$ cat src/rtl/char_rom_pkg.sv
// char_rom_pkg: shared widths, port ids and arbiter state encodings
// for the character ROM arbiter and its tag pipeline.
package char_rom_pkg;

   localparam int ROM_ADDR_W = 10;
   localparam int ROM_DATA_W = 16;
   localparam int LOCK_CNT_W = 8;

   localparam logic PORT_XFMR = 1'b0;
   localparam logic PORT_BCN  = 1'b1;

   typedef enum logic [1:0] {
      IDLE = 2'd0,
      OWN0 = 2'd1,
      OWN1 = 2'd2
   } arb_state_t;

   typedef struct packed {
      logic vld;
      logic port;
   } rom_tag_t;

endpackage

$ cat src/rtl/rom_tag_pipe.sv
// rom_tag_pipe: carries {valid, owner} alongside the ROM read latency
// so each returning word is steered to the port that issued it.
module rom_tag_pipe
   import char_rom_pkg::*;
#(
   parameter int ROM_LAT = 1
) (
   input  logic     clk,
   input  logic     rst,
   input  rom_tag_t tag_in,
   output logic     rvalid0,
   output logic     rvalid1,
   output logic     in_flight
);

   rom_tag_t [ROM_LAT-1:0] stage;

   // shift issued tags; reset drops every read still in flight
   always_ff @(posedge clk or posedge rst) begin
      if (rst) begin
         stage <= '0;
      end else begin
         for (int i = ROM_LAT - 1; i > 0; i--) begin
            stage[i] <= stage[i-1];
         end
         stage[0] <= tag_in;
      end
   end

   // any valid stage means a ROM word is still on its way back
   always_comb begin
      in_flight = 1'b0;
      for (int i = 0; i < ROM_LAT; i++) begin
         in_flight = in_flight | stage[i].vld;
      end
   end

   assign rvalid0 = stage[ROM_LAT-1].vld &&
                    (stage[ROM_LAT-1].port == PORT_XFMR);
   assign rvalid1 = stage[ROM_LAT-1].vld &&
                    (stage[ROM_LAT-1].port == PORT_BCN);

endmodule

$ cat src/rtl/char_rom_arbiter.sv
// char_rom_arbiter: round-robin, lockable sharing of the packed-ASCII ROM
// between port 0 (Laplace xfmr) and port 1 (beacon). Macro ARB_STATS_EN adds stats.
module char_rom_arbiter
   import char_rom_pkg::*;
#(
   parameter int ADDR_W   = ROM_ADDR_W,
   parameter int DATA_W   = ROM_DATA_W,
   parameter int ROM_LAT  = 1,
   parameter int MAX_LOCK = 64
) (
   input  logic              clk,
   input  logic              rst,
   input  logic              req0,
   input  logic              req1,
   input  logic [ADDR_W-1:0] addr0,
   input  logic [ADDR_W-1:0] addr1,
   input  logic              lock0,
   input  logic              lock1,
   output logic              gnt0,
   output logic              gnt1,
   output logic              rvalid0,
   output logic              rvalid1,
   output logic [DATA_W-1:0] rdata0,
   output logic [DATA_W-1:0] rdata1,
   output logic [ADDR_W-1:0] mem_addr,
   input  logic [DATA_W-1:0] mem_dout,
   output logic              busy
`ifdef ARB_STATS_EN
   ,
   input  logic              stats_clr,
   output logic [7:0]        gcnt0,
   output logic [7:0]        gcnt1,
   output logic [7:0]        stall_cnt
`endif
);

   localparam logic [LOCK_CNT_W-1:0] LOCK_LAST = LOCK_CNT_W'(MAX_LOCK - 1);

   arb_state_t            state;
   arb_state_t            state_nxt;
   logic                  rr_last;
   logic                  rr_nxt;
   logic [LOCK_CNT_W-1:0] lock_cnt;
   rom_tag_t              iss;
   logic                  in_flight;
   logic [DATA_W-1:0]     hold0;
   logic [DATA_W-1:0]     hold1;

   // grant selection and ownership transitions
   always_comb begin
      gnt0      = 1'b0;
      gnt1      = 1'b0;
      state_nxt = state;
      rr_nxt    = rr_last;
      unique case (state)
         IDLE: begin
            if (req0 && req1) begin
               gnt0   = (rr_last == PORT_BCN);
               gnt1   = (rr_last == PORT_XFMR);
               rr_nxt = ~rr_last;
            end else begin
               gnt0 = req0;
               gnt1 = req1;
            end
            if (gnt0 && lock0) begin
               state_nxt = OWN0;
            end else if (gnt1 && lock1) begin
               state_nxt = OWN1;
            end
         end
         OWN0: begin
            gnt0 = req0;
            if (lock_cnt == LOCK_LAST) begin
               state_nxt = IDLE;
               rr_nxt    = PORT_XFMR;
            end else if (!lock0) begin
               state_nxt = IDLE;
            end
         end
         OWN1: begin
            gnt1 = req1;
            if (lock_cnt == LOCK_LAST) begin
               state_nxt = IDLE;
               rr_nxt    = PORT_BCN;
            end else if (!lock1) begin
               state_nxt = IDLE;
            end
         end
         default: state_nxt = IDLE;
      endcase
      if (rst) begin
         gnt0 = 1'b0;
         gnt1 = 1'b0;
      end
   end

   // arbiter state, lock timer and registered ROM address issue
   always_ff @(posedge clk or posedge rst) begin
      if (rst) begin
         state    <= IDLE;
         rr_last  <= PORT_BCN;
         lock_cnt <= '0;
         mem_addr <= '0;
         iss      <= '0;
      end else begin
         state    <= state_nxt;
         rr_last  <= rr_nxt;
         lock_cnt <= (state == IDLE) ? '0 : lock_cnt + 1'b1;
         if (gnt0) begin
            mem_addr <= addr0;
         end else if (gnt1) begin
            mem_addr <= addr1;
         end
         iss.vld  <= gnt0 | gnt1;
         iss.port <= gnt1 ? PORT_BCN : PORT_XFMR;
      end
   end

   rom_tag_pipe #(
      .ROM_LAT (ROM_LAT)
   ) u_tag_pipe (
      .clk       (clk),
      .rst       (rst),
      .tag_in    (iss),
      .rvalid0   (rvalid0),
      .rvalid1   (rvalid1),
      .in_flight (in_flight)
   );

   // keep the last delivered word per port for the idle rdata value
   always_ff @(posedge clk or posedge rst) begin
      if (rst) begin
         hold0 <= '0;
         hold1 <= '0;
      end else begin
         if (rvalid0) hold0 <= mem_dout;
         if (rvalid1) hold1 <= mem_dout;
      end
   end

   assign rdata0 = rvalid0 ? mem_dout : hold0;
   assign rdata1 = rvalid1 ? mem_dout : hold1;
   assign busy   = (state != IDLE) || iss.vld || in_flight;

`ifdef ARB_STATS_EN
   // saturating grant and stall counters; clear wins over increment
   always_ff @(posedge clk or posedge rst) begin
      if (rst) begin
         gcnt0     <= '0;
         gcnt1     <= '0;
         stall_cnt <= '0;
      end else if (stats_clr) begin
         gcnt0     <= '0;
         gcnt1     <= '0;
         stall_cnt <= '0;
      end else begin
         if (gnt0 && gcnt0 != 8'hFF) gcnt0 <= gcnt0 + 8'd1;
         if (gnt1 && gcnt1 != 8'hFF) gcnt1 <= gcnt1 + 8'd1;
         if (((req0 && !gnt0) || (req1 && !gnt1)) && stall_cnt != 8'hFF)
            stall_cnt <= stall_cnt + 8'd1;
      end
   end
`endif

endmodule

$ cat config.mk
export PLATFORM = sky130hd
export DESIGN_NAME = char_rom_arbiter
export DESIGN_NICKNAME = d
export VERILOG_FILES = /design/src/rtl/char_rom_pkg.sv /design/src/rtl/rom_tag_pipe.sv /design/src/rtl/char_rom_arbiter.sv
export SDC_FILE = /design/constraint.sdc
export NUM_CORES = 1
export LEC_CHECK = 0
export ABC_AREA = 1
export CAP_MARGIN = 30
export CORE_ASPECT_RATIO = 1.4
export CORE_MARGIN = 5
export CORE_UTILIZATION = 45
export CTS_CLUSTER_SIZE = 14
export DETAILED_ROUTE_END_ITERATION = 8
export DONT_BUFFER_PORTS = 1
export GPL_ROUTABILITY_DRIVEN = 0
export PLACE_DENSITY = 0.64
export SLEW_MARGIN = 20
export SYNTH_ARGS = -nofsm -noshare
export SYNTH_HDL_FRONTEND = slang
export SYNTH_SLANG_ARGS = --single-unit
export TNS_END_PERCENT = 5
$ cat constraint.sdc
create_clock -name clk -period 2 [get_ports clk]
set_clock_uncertainty 0.1 [all_clocks]
set_input_delay 0.1 -clock clk [delete_from_list [all_inputs] [get_ports clk]]
set_output_delay 0.1 -clock clk [all_outputs]
set_load 0.005 [all_outputs]
==> run metrics <==
crit-path max FO=11; Max Slew Vio Count=0; hold crit path type=in2reg; Rel. slew slack=54.5%; setup violators final=0; startpoint types=flop; Clk Latency, worst-skew pair=320 ps; TNS Setup=0 ps; share of post-route cells with drive strength above 1=8.68%; wire per inst=13.8 µm; Cells after DPL=368; Core Region=5490 µm²; die area=7240 µm²; pre-CTS WS=291 ps; post-CTS setup buffers=0; number of routed nets with antenna violations=0; # IOs=slightly below 90; DRC viols=0; Port Buffers=0; P&R area growth vs syn=27.6%; pwr dens=1360 nW/µm²; final worst-path setup slack=175 ps; Static Leak=1.66 nW; Max rail drop VDD=0.000599 V; final core utilization=58.8%; Die W=73.4 µm; Worst-path clk slew=60 ps; fin area=3230 µm²; total power draw=4.40 mW; Ant. Diodes=0; drt via density=approximately 5.0; library cells used by synthesis=19; final worst-path cycle share=91.2%; Max Cap Viol=0; Layout Nets=399; Yosys Warn Count=0; HPWL Detailed=3.82 mm; Chip Height=98.7 µm; Total Wirelength=5.85 mm; vias in the first global route=2,113; first-pass detailed-route iteration total=4; CTS sink cnt=57; CP arrival=~1600 ps; routed via count=2,107; most frequent cells in the layout=nand2_1, dfrtp_1, dlygate4sd3_1, inv_1, o21ai_0; Fin Hold WS=18.5 ps; FMAX=0.548 GHz; Placed Area=2590 µm²; # rows=32; part of the Yosys area used for sequential elements=56.5%; effective utilization at floorplan=46.1%; WP data required=1800 ps; CP Capture Type=primary output; worst slew pin tran=682 ps; status=complete, no violations; Syn Inst Count=306; Layout Cells excl Fill=425; Synth Cell Area=2530 µm²; H-tree levels=3; Final Hold Vio Count=0; total CTS buffers=9; Net Count, Synth=352; commonest non-fill, non-tap cell in the layout=nand2_1; critical path class=reg2out; initial antenna violation count=0; syn_area_per_cell=8.26 µm²; gr ovfl total=0; largest net degree at the start of global routing=58; first-pass GRT wire length=9.75 mm; synthesized flop and latch total=57; CTS tree=built; CTS Buffer Depth=2; initial DRC count=77; GRT Overall Usage=17.2%; minimum clock period=approximately 1800 ps; unrepaired setup endpoints after global routing=false; clk root buf=clkbuf_8
critical path, cell delays in order (launching register included):
cell and delay [ps]:
dfrtp_1 400, inv_1 90, ha_2 250, nor2_2 70
nor2_2 110, nand2_2 70, inv_2 160, buf_4 150
area by class of cell:
cell class	count	area, µm²
fillers	471	2260
flip-flops and latches	57	1430
multi-input cells	203	906
repair buffers	47	458
clock buffers	13	179
inverters	35	135
well taps	68	85.1
clock inverters	2	35.0
power by group:
group	switching [mW]	leakage (nW)	internal, mW
clock	0.411	0.112	0.702
combinational	0.942	0.840	0.475
sequential	0.218	0.712	1.65
metal layers:
metal	up-vias	track usage, %	share of wire, %
li1	1051	-	-
met3	11	6.33	10
met4	0	6.83	1.6
met5	-	0	0
met2	86	28.7	49
met1	959	19.6	39
sequential cells by signal (all words and copies together), names as in the netlist:
register / flops
iss: 2
state: 2
u_tag_pipe.stage: 1
u_tag_pipe.in_flight: 1
hold1: 16
hold0: 16
lock_cnt: 8
mem_addr: 10
rr_last: 1
cell usage after synthesis (all sizes together):
cell type	count	area share [%]
a21oi	7	1.4
buf	5	1.7
clkbuf	6	0.89
dfrtp	56	55
dfstp	1	1.0
ha	4	2.0
inv	35	5.2
nand2	116	17
nand3	19	4.0
nand3b	1	0.30
nand4	4	0.99
nor2	14	2.3
o21ai	38	7.5
worst paths after layout:
check / start / endpoint / slack (ps) / cells past startpoint
max in group asynchronous: rst / hold1[3] / 930 / 3
hold / removal: req1 / iss[0] / 20 / 3
min in group asynchronous: rst / mem_addr[7] / 430 / 3
hold reg to reg: iss[0] / u_tag_pipe.stage[0] / 250 / 0
setup reg to reg: state[0] / mem_addr[5] / 330 / 10
setup / recovery: state[0] / gnt0 / 180 / 7
cell families after synthesis:
group	Yosys count	synth area share, %
and+or+nand+nor	154	24.8
DFF	57	56.5
adders and majority gates	4	1.98
buffers and inverters	46	7.82
AOI/OAI and AO/OA	45	8.91
timing repair:
item	in CTS	in global routing
hold buffers	42	0
hold endpoints to repair	101	0
gates resized for setup	0	1
endpoints found under the setup margin	0	1
(Power assumes the default switching activity.)
